==> config.mk <==
export PLATFORM = sky130hd
export DESIGN_NAME = seq_divider_8bit
export DESIGN_NICKNAME = d
export VERILOG_FILES = /design/src/rtl/arith_pkg.sv /design/src/rtl/rcs_8bit.sv /design/src/rtl/seq_divider_8bit.sv
export SDC_FILE = /design/constraint.sdc
export NUM_CORES = 1
export LEC_CHECK = 0
export BUFFER_PORTS_ARGS = -buffer_cell sky130_fd_sc_hd__buf_2
export CORE_ASPECT_RATIO = 1.25
export CORE_UTILIZATION = 61
export CTS_BUF_LIST = sky130_fd_sc_hd__clkbuf_4 sky130_fd_sc_hd__clkbuf_8
export DETAILED_ROUTE_END_ITERATION = 8
export MAX_ROUTING_LAYER = met4
export PLACE_DENSITY = 0.85
export SYNTH_ARGS = -nofsm -noshare
export SYNTH_HDL_FRONTEND = slang
export SYNTH_SLANG_ARGS = --single-unit
==> constraint.sdc <==
create_clock -name clk -period 8.35 [get_ports clk]
set_clock_uncertainty 0.05 [all_clocks]
set_input_delay 0.835 -clock clk [delete_from_list [all_inputs] [get_ports clk]]
set_output_delay 0.835 -clock clk [all_outputs]
set_load 0.005 [all_outputs]
==> src/rtl/arith_pkg.sv <==
// Shared arithmetic constants and types for the multi-cycle divide unit.
// No logic; types and parameters only.
// Not applicable (package).
package arith_pkg;

  localparam int DIV_WIDTH = 8;
  localparam int CNT_W     = $clog2(DIV_WIDTH);

  typedef enum logic [1:0] {
    IDLE = 2'd0,
    RUN  = 2'd1,
    DONE = 2'd2
  } div_state_t;

endpackage

==> src/rtl/rcs_8bit.sv <==
// 8-bit ripple-carry subtractor: diff = a - b, carry_out = 1 when a >= b (no borrow).
// Latency: purely combinational.
// Backpressure: none, no handshake.
module rcs_8bit (
  input  logic [7:0] a,
  input  logic [7:0] b,
  output logic [7:0] diff,
  output logic       carry_out
);

  // a - b is formed as a + ~b + 1, so the chain starts with carry-in set.
  logic [8:0] w_c;
  logic [7:0] w_nb;

  assign w_nb   = ~b;
  assign w_c[0] = 1'b1;

  for (genvar i = 0; i < 8; i++) begin : g_fa
    assign diff[i]   = a[i] ^ w_nb[i] ^ w_c[i];
    assign w_c[i+1]  = (a[i] & w_nb[i]) | (a[i] & w_c[i]) | (w_nb[i] & w_c[i]);
  end

  assign carry_out = w_c[8];

endmodule

==> src/rtl/seq_divider_8bit.sv <==
// Unsigned restoring divider producing one quotient bit per clock via rcs_8bit.
// Latency: done pulses WIDTH+1 cycles after the accepting start (1 cycle for divide-by-zero).
// Backpressure: start is ignored while busy; results hold until the next completion or reset.
module seq_divider_8bit
  import arith_pkg::*;
#(
  parameter int WIDTH = DIV_WIDTH
) (
  input  logic             clk,
  input  logic             rst,
  input  logic             start,
  input  logic [WIDTH-1:0] dividend,
  input  logic [WIDTH-1:0] divisor,
  output logic             busy,
  output logic             done,
  output logic [WIDTH-1:0] quotient,
  output logic [WIDTH-1:0] remainder,
  output logic             div_by_zero
);

  // The trial subtractor is a fixed 8-bit block, so no other width can be built.
  if (WIDTH != DIV_WIDTH) begin : g_bad_width
    $error("seq_divider_8bit: WIDTH must be %0d", DIV_WIDTH);
  end

  localparam logic [CNT_W-1:0] LAST_CNT = CNT_W'(WIDTH - 1);

  div_state_t       r_state;
  div_state_t       w_next_state;
  logic [CNT_W-1:0] r_cnt;
  logic [WIDTH-1:0] r_q;
  logic [WIDTH-1:0] r_d;
  logic [WIDTH-1:0] r_r;
  logic [WIDTH-1:0] r_quotient;
  logic [WIDTH-1:0] r_remainder;
  logic             r_dbz;

  logic [WIDTH-1:0] w_p;
  logic [WIDTH-1:0] w_diff;
  logic             w_carry;
  logic [WIDTH-1:0] w_r_next;
  logic [WIDTH-1:0] w_q_next;
  logic             w_accept;
  logic             w_last;

  // Partial remainder shifted left with the next dividend bit; R < D keeps it within WIDTH bits.
  assign w_p = {r_r[WIDTH-2:0], r_q[WIDTH-1]};

  rcs_8bit u_sub (
    .a        (w_p),
    .b        (r_d),
    .diff     (w_diff),
    .carry_out(w_carry)
  );

  assign w_r_next = w_carry ? w_diff : w_p;
  assign w_q_next = {r_q[WIDTH-2:0], w_carry};
  assign w_accept = (r_state != RUN) && start;
  assign w_last   = (r_cnt == LAST_CNT);

  // State register.
  always_ff @(posedge clk) begin
    if (rst) r_state <= IDLE;
    else     r_state <= w_next_state;
  end

  // Next-state decode and status outputs.
  always_comb begin
    w_next_state = r_state;
    busy         = 1'b0;
    done         = 1'b0;
    case (r_state)
      IDLE: begin
        if (start) w_next_state = (divisor == '0) ? DONE : RUN;
      end
      RUN: begin
        busy = 1'b1;
        if (w_last) w_next_state = DONE;
      end
      DONE: begin
        done = 1'b1;
        if (start) w_next_state = (divisor == '0) ? DONE : RUN;
        else       w_next_state = IDLE;
      end
      default: w_next_state = IDLE;
    endcase
  end

  // Operand capture, per-bit iteration and result registers.
  always_ff @(posedge clk) begin
    if (rst) begin
      r_cnt       <= '0;
      r_q         <= '0;
      r_d         <= '0;
      r_r         <= '0;
      r_quotient  <= '0;
      r_remainder <= '0;
      r_dbz       <= 1'b0;
    end else if (w_accept) begin
      r_q   <= dividend;
      r_d   <= divisor;
      r_r   <= '0;
      r_cnt <= '0;
      r_dbz <= 1'b0;
      // Divide-by-zero completes immediately with the conventional all-ones quotient.
      if (divisor == '0) begin
        r_quotient  <= '1;
        r_remainder <= dividend;
        r_dbz       <= 1'b1;
      end
    end else if (r_state == RUN) begin
      r_q   <= w_q_next;
      r_r   <= w_r_next;
      r_cnt <= r_cnt + 1'b1;
      if (w_last) begin
        r_quotient  <= w_q_next;
        r_remainder <= w_r_next;
      end
    end
  end

  assign quotient    = r_quotient;
  assign remainder   = r_remainder;
  assign div_by_zero = r_dbz;

endmodule

After elaboration in Yosys (flattened, before gate mapping)
Cells that the tools add are included.
Widths: inputs -> output; s select.
{ "op_classes": {"addsub": 1, "n_eq_ne": 7, "n_mux": 19, "bitwise_logic": 55, "n_reduce_logical": 8} }
{ "ops": {"columns": ["operator", "n"], "rows": [
  ["$mux 8", 11],
  ["$and 1x1->1", 22],
  ["$or 1x1->1", 16],
  ["$xor 1x1->1", 15],
  ["$logic_not 8->1", 1],
  ["$mux 2", 4],
  ["$not 8->8", 1],
  ["$pmux 2 s3", 1],
  ["$ne 2x1->1 const B", 2],
  ["$ne 2x2->1 const B", 2],
  ["$reduce_bool 2->1", 2],
  ["$add 3x1->3 const B", 1],
  ["$eq 3x3->1 const B", 1],
  ["$mux 1", 3],
  ["$reduce_and 3->1", 1],
  ["$eq 2x1->1 const B", 1],
  ["$eq 2x2->1 const B", 1],
  ["$logic_not 2->1", 1],
  ["$reduce_and 2->1", 1],
  ["$reduce_or 2->1", 1],
  ["$logic_and 1x1->1", 1],
  ["$not 1->1", 1]
]} }
{ "word_totals": {"regBits": 45, "input_bits": 19, "out_inout_bits": 19, "wordCells": 98} }

Logic depth before layout (Yosys ltp)
Gate-level depths: netlist (run 1).
{ "logic_depth": {"depth_word": 29, "ltp_mapped": 16, "mapped_depth_nobuf": 14} }

Cells and area by module
From an unflattened synthesis (run 1), not the netlist that was laid out.
{ "unflattened": {"hier_cells": 218, "hier_area_um2": 2139.6} }
{ "modules_own_cells": {"columns": ["module", "instances", "cells_each", "area_each_um2", "seq_area_each_um2"], "rows": [
  ["seq_divider_8bit", 1, 194, 1926.8, 900.9],
  ["rcs_8bit", 1, 24, 212.7, 0.0]
]} }

Least setup slack after synthesis (run 1)
Ideal clock, no wire load.
{ "synth_path": {"kind": "flip-flop to flip-flop", "from": "register r_q[7]", "to": "register r_remainder[7] (netlist: remainder[7])", "setup_time_ps": 127, "arrival_time_ps": 3989, "t_required_ps": 8173, "setup_slack_ps": 4184, "stages_incl_launch_ff": 17, "n_path_buf": 2, "synth_period_minus_slack_ps": 4166, "path_cell_list": "dfxtp_1 > inv_1 > ha_1 > fa_1 > fa_1 > fa_1 > fa_1 > fa_1 > fa_1 > inv_1 > fa_1 > clkbuf_1 > clkbuf_1 > mux2i_1 > o21ai_0 > o2111ai_1 > o21ai_0"} }
{ "synth_via": {"elab_chain_len": 28, "word_cells_on_any_way": 36, "classes_between": "4 x mux; 32 x bitwise"} }
{ "synth_rtl": {"columns": ["element", "line", "rtl"], "rows": [
  ["start: declaration", "seq_divider_8bit.sv:31", "logic [WIDTH-1:0] r_q;"],
  ["start signal: assignment", "seq_divider_8bit.sv:100", "r_q <= dividend;"],
  ["start signal: assignment", "seq_divider_8bit.sv:112", "r_q <= w_q_next;"],
  ["$and 1x1->1", "rcs_8bit.sv:20", "assign w_c[i+1] = (a[i] & w_nb[i]) | (a[i] & w_c[i]) | (w_nb[i] & w_c[i]);"],
  ["$or 1x1->1 (*) (2 in a row)", "rcs_8bit.sv:20", null],
  ["$and 1x1->1", "rcs_8bit.sv:20", null],
  ["$or 1x1->1", "rcs_8bit.sv:20", null],
  ["$or 1x1->1 (*)", "rcs_8bit.sv:20", null],
  ["$and 1x1->1", "rcs_8bit.sv:20", null],
  ["$or 1x1->1", "rcs_8bit.sv:20", null],
  ["$or 1x1->1 (*)", "rcs_8bit.sv:20", null],
  ["(+10 left out)", null, null],
  ["$or 1x1->1", "rcs_8bit.sv:20", null],
  ["$or 1x1->1 (*)", "rcs_8bit.sv:20", null],
  ["$and 1x1->1", "rcs_8bit.sv:20", null],
  ["$or 1x1->1 (2 in a row)", "rcs_8bit.sv:20", null],
  ["$mux 8 (*)", "seq_divider_8bit.sv:56", "assign w_r_next = w_carry ? w_diff : w_p;"],
  ["$mux 8 (*)", "seq_divider_8bit.sv:115", "if (w_last) begin"],
  ["$mux 8 (*)", "seq_divider_8bit.sv:111", "end else if (r_state == RUN) begin"],
  ["$mux 8 (*)", "seq_divider_8bit.sv:99", "end else if (w_accept) begin"],
  ["end signal: assignment", "seq_divider_8bit.sv:108", "r_remainder <= dividend;"],
  ["end signal: assignment", "seq_divider_8bit.sv:117", "r_remainder <= w_r_next;"],
  ["end: declaration", "seq_divider_8bit.sv:35", "logic [WIDTH-1:0] r_remainder;"]
]} }
Every way passes the cells marked *; elsewhere a longest branch is shown, timed or not. The select of a mux whose other input is x is not followed.
A chain may end at the register's enable or synchronous reset.

Final worst setup path (run 1)
{ "layout_path": {"from": "register r_q[7]", "to": "register r_remainder[0] (netlist: remainder[0])"} }
{ "layout_via": {"elab_chain_len": 28, "word_cells_on_any_way": 37, "classes_between": "4 x mux; 33 x bitwise"} }
{ "layout_rtl": {"columns": ["element", "line"], "rows": [
  ["$and 1x1->1", "rcs_8bit.sv:20"],
  ["$or 1x1->1 (2 in a row)", "rcs_8bit.sv:20"],
  ["$and 1x1->1", "rcs_8bit.sv:20"],
  ["$or 1x1->1 (2 in a row)", "rcs_8bit.sv:20"],
  ["$and 1x1->1", "rcs_8bit.sv:20"],
  ["$or 1x1->1 (2 in a row)", "rcs_8bit.sv:20"],
  ["$and 1x1->1", "rcs_8bit.sv:20"],
  ["$or 1x1->1 (2 in a row)", "rcs_8bit.sv:20"],
  ["(+6 left out)", null],
  ["$and 1x1->1", "rcs_8bit.sv:20"],
  ["$or 1x1->1 (2 in a row)", "rcs_8bit.sv:20"],
  ["$and 1x1->1", "rcs_8bit.sv:20"],
  ["$or 1x1->1 (2 in a row)", "rcs_8bit.sv:20"],
  ["$mux 8 (*)", "seq_divider_8bit.sv:56"],
  ["$mux 8 (*)", "seq_divider_8bit.sv:115"],
  ["$mux 8 (*)", "seq_divider_8bit.sv:111"],
  ["$mux 8 (*)", "seq_divider_8bit.sv:99"]
]} }
Marks and branches as above.

==> flow_metrics.env, run 1 <==
export IMPL_die_h_um=67.0
export IMPL_grt_max_degree=29
export IMPL_outcome="finished clean"
export IMPL_crit_path_cell_trace="inv_1 -> ha_1 -> fa_1 -> fa_1 -> fa_1 -> fa_1 -> fa_1 -> fa_1 -> inv_1 -> fa_1 -> nor2_1 -> a21oi_1 -> nand2_1 -> a311oi_1"
export IMPL_grt_pass1_vias=1736
export IMPL_post_cts_resized=0
export IMPL_cts_tree="done"
export IMPL_rows=23
export IMPL_clk_latency_ns=0.30
export IMPL_gp_congestion=0.822
export IMPL_tightest_slew_ns=1.03
export IMPL_crit_path_end_kind="flip-flop"
export IMPL_ys_seq_area_frac=0.437
export IMPL_synth_edf_count=0
export IMPL_setup_tns_ns=0
export IMPL_port_buffers=37
export IMPL_drc=0
export IMPL_ys_warn_count=0
export IMPL_synth_top_area_frac=0.437
export IMPL_rsz0062_at_grt="false"
export IMPL_max_freq_mhz=229
export IMPL_critPathKind="reg -> reg"
export IMPL_overflow=0
export IMPL_finalWirelength_mm=4.30
export IMPL_final_nets=290
export IMPL_design_core_area_mm2=0.00322
export IMPL_cpPeakStageDelay_ns=0.56
export IMPL_final_max_slew_viol_count=0
export IMPL_cts_buffers=5
export IMPL_hpwl_mm=3.17
export IMPL_postRouteAntennaNets=0
export IMPL_antenna_found_initial=0
export IMPL_vias_per_cell=5.90
export IMPL_postCtsHoldBufs=0
export IMPL_syn_nets=260
export IMPL_drtIter0Drc=43
export IMPL_io_pins=38
export IMPL_cts_sinks=45
export IMPL_setup_viol=0
export IMPL_worst_path_most_repeated_cell="fa_1"
export IMPL_cts_max_level=2
export IMPL_arrival_ns=4.52
export IMPL_clkTransAtPathRegs_ns=0.08
export IMPL_first_pass_iters=4
export IMPL_synth_avg_cell_area_um2=8.92
export IMPL_clockRootBuffer="clkbuf_8"
export IMPL_synthFlopType="dfxtp_1"
export IMPL_diodes=0
export IMPL_final_layout_size_suffix_gt1_frac=0.237
export IMPL_post_drt_wl_per_cell_um=14.4
export IMPL_hold_class="reg -> reg"
export IMPL_hold_viol=0
export IMPL_async_flop_share=0
export IMPL_die_w_um=54.0
export IMPL_period_needed_ns=4.37
export IMPL_netlist_area_mm2=0.00206
export IMPL_yosysMostFrequentCell="nand2_1"
export IMPL_yosysUniqueCellTypes=28
export IMPL_cpMaxStageDelayCell="fa_1"
export IMPL_finalCritPeriodShare=0.523
export IMPL_cts_setup_buffers=0
export IMPL_vias=1765
export IMPL_yosysTopAreaCell="dfxtp_1"
export IMPL_drv_cap=0
export IMPL_netlist_instances=231
export IMPL_netlist_top_cells_count="53 x nand2_1, 45 x dfxtp_1, 26 x a21oi_1, 23 x nor2_1, 12 x inv_1"
export IMPL_powerDensity_mw_per_mm2=197
export IMPL_grt_usage=0.288
export IMPL_cp_required_ns=8.50
export IMPL_peakVddDrop_uv=161
export IMPL_start_kind="flip-flop"
export IMPL_grt_first_pass_wirelength_mm=7.32
export IMPL_syn2layout_area_growth_pct=13.1
export IMPL_crit_fanout=17
export IMPL_ys_ff_latch=45
export IMPL_clock_path_buffers=2
export IMPL_relSlewSlack=0.313
export IMPL_synth_area_leaders="dfxtp_1 44%, nand2_1 9.7%, fa_1 6.8%"
export IMPL_p_leak_nw=0.984
export IMPL_finalHoldWorstSlack_ns=0.408
export IMPL_start_util=0.639
export IMPL_dieArea_mm2=0.00361
[report_power, final]
part	switching, mW	internal [mW]	leakage, nW
sequential	0.00744	0.224	0.366
clock	0.0692	0.0748	0.0542
combinational	0.0527	0.0303	0.564
[per-stage QoR]
step           setup slack [ns]  std cells  area, µm²  utilization  power (mW)
6_report                   3.98        299       2330        0.723       0.458
3_5_place_dp               4.03        291       2230        0.691       0.318
2_1_floorplan              4.18        231       2060            -       0.297
3_3_place_gp               4.14        291       2230        0.691       0.314
4_1_cts                    4.01        299       2330        0.723       0.460
5_1_grt                    3.68        299       2330        0.723       0.484
[final timing paths]
path / slack [ns] / to / startpoint / depth (start not counted)
setup / recovery: 3.98 / remainder[0] / r_q[7] / 14
hold / removal: 0.41 / div_by_zero / div_by_zero / 2
setup reg to reg: 3.98 / remainder[0] / r_q[7] / 14
hold reg to reg: 0.41 / div_by_zero / div_by_zero / 2
[worst max-delay path: cells and delay by family, from the launching register on]
| kind | cells | cell delay [ns] |
|---|---|---|
| buf+inv | 2 | 0.14 |
| flops | 1 | 0.35 |
| compound gates | 2 | 0.51 |
| fa+ha+maj | 8 | 3.07 |
| simple gates | 2 | 0.16 |
[logic make-up after synthesis]
| group | share of synthesized area |
|---|---|
| AOI/OAI and AO/OA | 0.202 |
| xor gates and xnor gates | 0.00425 |
| adders and majority gates | 0.0863 |
| buffers and inverters | 0.0559 |
| DFF | 0.437 |
| muxes | 0.0437 |
| and+or+nand+nor | 0.170 |
[per-layer routing]
layer	share of wire	global-route usage	vias up	routed length [µm]
met5	0	-	-	0
li1	-	-	856	-
met4	0.046	0.179	0	197
met2	0.47	0.457	67	2030
met1	0.43	0.317	824	1830
met3	0.056	0.0708	18	239
[sequential cells by signal, summed over array words and instances, names as in the netlist]
name / flops
r_cnt: 3
r_d: 8
remainder: 8
r_r: 7
div_by_zero: 1
r_q: 8
quotient: 8
r_state: 2
[layout make-up]
| cell class | instances | area [µm²] |
|---|---|---|
| multi-input cells | 159 | 1040 |
| clock inverters | 1 | 5.00 |
| clock buffers | 7 | 96.3 |
| fillers | 263 | 893 |
| repair buffers | 38 | 193 |
| inverters | 12 | 45.0 |
| flip-flops and latches | 45 | 901 |
| well taps | 37 | 46.3 |
[placed cells by master (no fill, tap or decap), drive strengths merged]
master / instances
clkinv: 1
xnor2: 1
a21oi: 26
fa: 7
o41ai: 1
nor2: 26
a311oi: 7
nand2: 53
or4: 3
inv: 12
nor2b: 1
o2111ai: 1
a211oi: 8
mux2i: 9
clkbuf: 7
dfxtp: 45
nand3b: 1
buf: 38
o21ai: 2
ha: 3
nand2b: 1
o221a: 8
o32a: 1
Power figures use the tool's default switching activity.
==> inputs of run 2 (changes only) <==
ABC_AREA = 1   (was default)
CORE_UTILIZATION = 52   (was 61)
PLACE_DENSITY = 0.76   (was 0.85)
clock period = 3.56 ns   (was 8.35 ns; I/O delays follow)
==> flow_metrics.env, run 2 <==
export IMPL_outcome="complete, but fails checks"
export IMPL_violations="negative setup slack"
export IMPL_worstHoldStart="divisor[1]"
export IMPL_p_int_mw=0.899
export IMPL_synth_area_leaders="dfxtp_1 39%, nand2_1 13%, inv_1 6.7%"
export IMPL_cts_max_level=2
export IMPL_finalWirelength_mm=4.73
export IMPL_postCtsHoldBufs=0
export IMPL_post_drt_wl_per_cell_um=11.6
export IMPL_netlist_instances=314
export IMPL_hold_class="in -> reg"
export IMPL_drtIter0Drc=148
export IMPL_power_switching_share=0.268
export IMPL_synth_avg_cell_area_um2=7.27
export IMPL_gp_congestion=0.869
export IMPL_first_pass_iters=4
export IMPL_pwr_share_seq=0.443
export IMPL_postRouteAntennaNets=0
export IMPL_synth_edf_count=0
export IMPL_period_needed_ns=3.63
export IMPL_p_leak_nw=1.38
export IMPL_syn_nets=343
export IMPL_clkTransAtPathRegs_ns=0.08
export IMPL_rsz0062_at_grt="true"
export IMPL_grt_pass1_vias=1826
export IMPL_setup_viol=5
export IMPL_die_w_um=61.3
export IMPL_final_max_slew_viol_count=0
export IMPL_dp_slack_ns=-0.137
export IMPL_r2r_end="remainder[7]"
export IMPL_start_util=0.552
export IMPL_cts_sinks=45
export IMPL_clockRootBuffer="clkbuf_8"
export IMPL_vias=2007
export IMPL_overflow=0
export IMPL_netlist_top_cells_count="81 x nand2_1, 45 x dfxtp_1, 41 x inv_1, 40 x nor2_1, 23 x a21oi_1"
export IMPL_met3_usage=0.0323
export IMPL_cts_buffers=5
export IMPL_rows=26
export IMPL_dieArea_mm2=0.00466
export IMPL_finalCritPeriodShare=1.02
export IMPL_critPathKind="reg -> reg"
export IMPL_drc=0
export IMPL_synth_top_area_frac=0.395
export IMPL_grt_first_pass_wirelength_mm=8.05
export IMPL_clk_latency_ns=0.30
export IMPL_tightest_slew_ns=0.772
export IMPL_hpwl_mm=3.35
export IMPL_p_sw_mw=0.328
export IMPL_final_cell_mix="81 x nand2_1, 44 x dfxtp_1, 40 x nor2_1, 38 x inv_1, 37 x buf_2"
export IMPL_powerDensity_mw_per_mm2=461
export IMPL_grt_usage=0.234
export IMPL_start_kind="flip-flop"
export IMPL_peakVddDrop_uv=262
export IMPL_ys_warn_count=0
export IMPL_rr_startpoint="r_q[7]"
export IMPL_comb_power_share=0.190
export IMPL_r2r_slack_ns=-0.07
export IMPL_port_buffers=37
export IMPL_final_nets=379
export IMPL_ys_seq_area_frac=0.395
export IMPL_netlist_area_mm2=0.00228
export IMPL_final_layout_size_suffix_gt1_frac=0.219
export IMPL_synthFlopType="dfxtp_1"
export IMPL_setup_ws_ns=-0.0701
export IMPL_vias_per_cell=4.93
export IMPL_crit_path_end_kind="flip-flop"
export IMPL_die_h_um=76.1
export IMPL_grt_max_degree=31
export IMPL_antenna_found_initial=0
export IMPL_design_core_area_mm2=0.00413
export IMPL_relSlewSlack=0.484
export IMPL_crit_fanout=2
export IMPL_fillers=385
export IMPL_ys_ff_latch=45
export IMPL_drv_cap=0
export IMPL_cp_required_ns=3.70
export IMPL_met1_usage=0.291
export IMPL_cts_tree="done"
export IMPL_yosysTopAreaCell="dfxtp_1"
export IMPL_use_met2=0.375
export IMPL_clock_path_buffers=2
export IMPL_whs_endpoint="r_d[1]"
export IMPL_yosysMostFrequentCell="nand2_1"
export IMPL_diodes=0
export IMPL_min_path_cells=3
export IMPL_arrival_ns=3.77
export IMPL_reg2reg_depth=16
export IMPL_yosysUniqueCellTypes=26
export IMPL_io_pins=38
export IMPL_syn2layout_area_growth_pct=16.7
export IMPL_p_clk_frac=0.368
export IMPL_final_common_cell="nand2_1"
export IMPL_max_freq_mhz=275
export IMPL_finalHoldWorstSlack_ns=0.276
export IMPL_async_flop_share=0
export IMPL_hold_viol=0
export IMPL_busiest_layer="met2"
==> run 2: changes by cell type after synthesis, sizes merged, moves of 9 or more <==
| cell | change |
|---|---|
| nand3 | +13 |
| mux2i | -9 |
| nor2 | +17 |
| nand2 | +32 |
| o21ai | +21 |
| inv | +32 |
==> run 2: critical path, cell delays in order, from the launching register on <==
cell	delay, ns
dfxtp_2	0.34
inv_2	0.05
ha_4	0.15
fa_2	0.33
fa_2	0.34
fa_2	0.34
fa_2	0.34
fa_2	0.34
fa_2	0.35
inv_2	0.07
fa_2	0.41
nand2_1	0.07
nand2_1	0.05
nand2_1	0.05
nand2_1	0.07
a21oi_2	0.10
nor2_1	0.06
==> run 2: cell families after synthesis <==
kind of cell | count (synthesis) | share of synthesized area
fa+ha+maj | 10 | 0.0779
flops | 45 | 0.395
buf+inv | 59 | 0.122
compound gates | 50 | 0.114
xor+xnor | 1 | 0.00384
simple gates | 149 | 0.288
==> run 2: worst max-delay path by stage <==
stage,start,endpoint,cells after the start
final,r_q[7],remainder[7],16
after global routing,r_q[7],remainder[2],17
after CTS,r_q[7],remainder[7],16
after detailed placement,r_q[7],remainder[2],16
after global placement,r_q[7],remainder[7],16
after floorplan,r_q[7],remainder[4],18
==> run 2: layer usage <==
| metal | vias up | part of all wire | routed length (µm) |
|---|---|---|---|
| li1 | 1038 | - | - |
| met1 | 904 | 0.43 | 2050 |
| met2 | 58 | 0.49 | 2310 |
| met3 | 7 | 0.061 | 287 |
| met4 | 0 | 0.017 | 78 |
| met5 | - | 0 | 0 |
==> run 2: final cells by class <==
class                           instances  area (µm²)  share of cell area
Clock inverter                          3        65.1              0.0244
Tap cell                               56        70.1              0.0263
Inverter                               45         179              0.0672
Timing Repair Buffer                   43         234              0.0878
Multi-Input combinational cell        210        1140               0.430
Sequential cell                        45         902               0.339
Clock buffer                            5        68.8              0.0258
==> run 2: power groups by stage <==
stage	combinational [mW]	clock [mW]	sequential, mW
after floorplan	0.157	0	0.550
after global placement	0.200	0	0.553
after detailed placement	0.206	0	0.554
after CTS	0.224	0.458	0.543
after global routing	0.268	0.480	0.546
final	0.233	0.451	0.543
==> run 2: through the flow <==
step                utilization  instances  area (µm²)  TNS [ns]  total power [mW]
finish                    0.645        407        2660    -0.144              1.23
global route              0.645        407        2660     -2.01              1.29
global placement          0.599        396        2480    -0.209             0.754
floorplan                     -        314        2310         0             0.707
detailed placement        0.599        396        2480     -1.13             0.760
CTS                       0.639        406        2640    -0.205              1.23
==> run 2: repair_timing <==
item | in CTS | in global routing
endpoints found under the hold margin | 0 | 0
pin swaps | 0 | 2
resized for setup | 12 | 4
endpoints found under the setup margin | 15 | 17
setup buffers | 2 | 2
gates cloned | 0 | 0
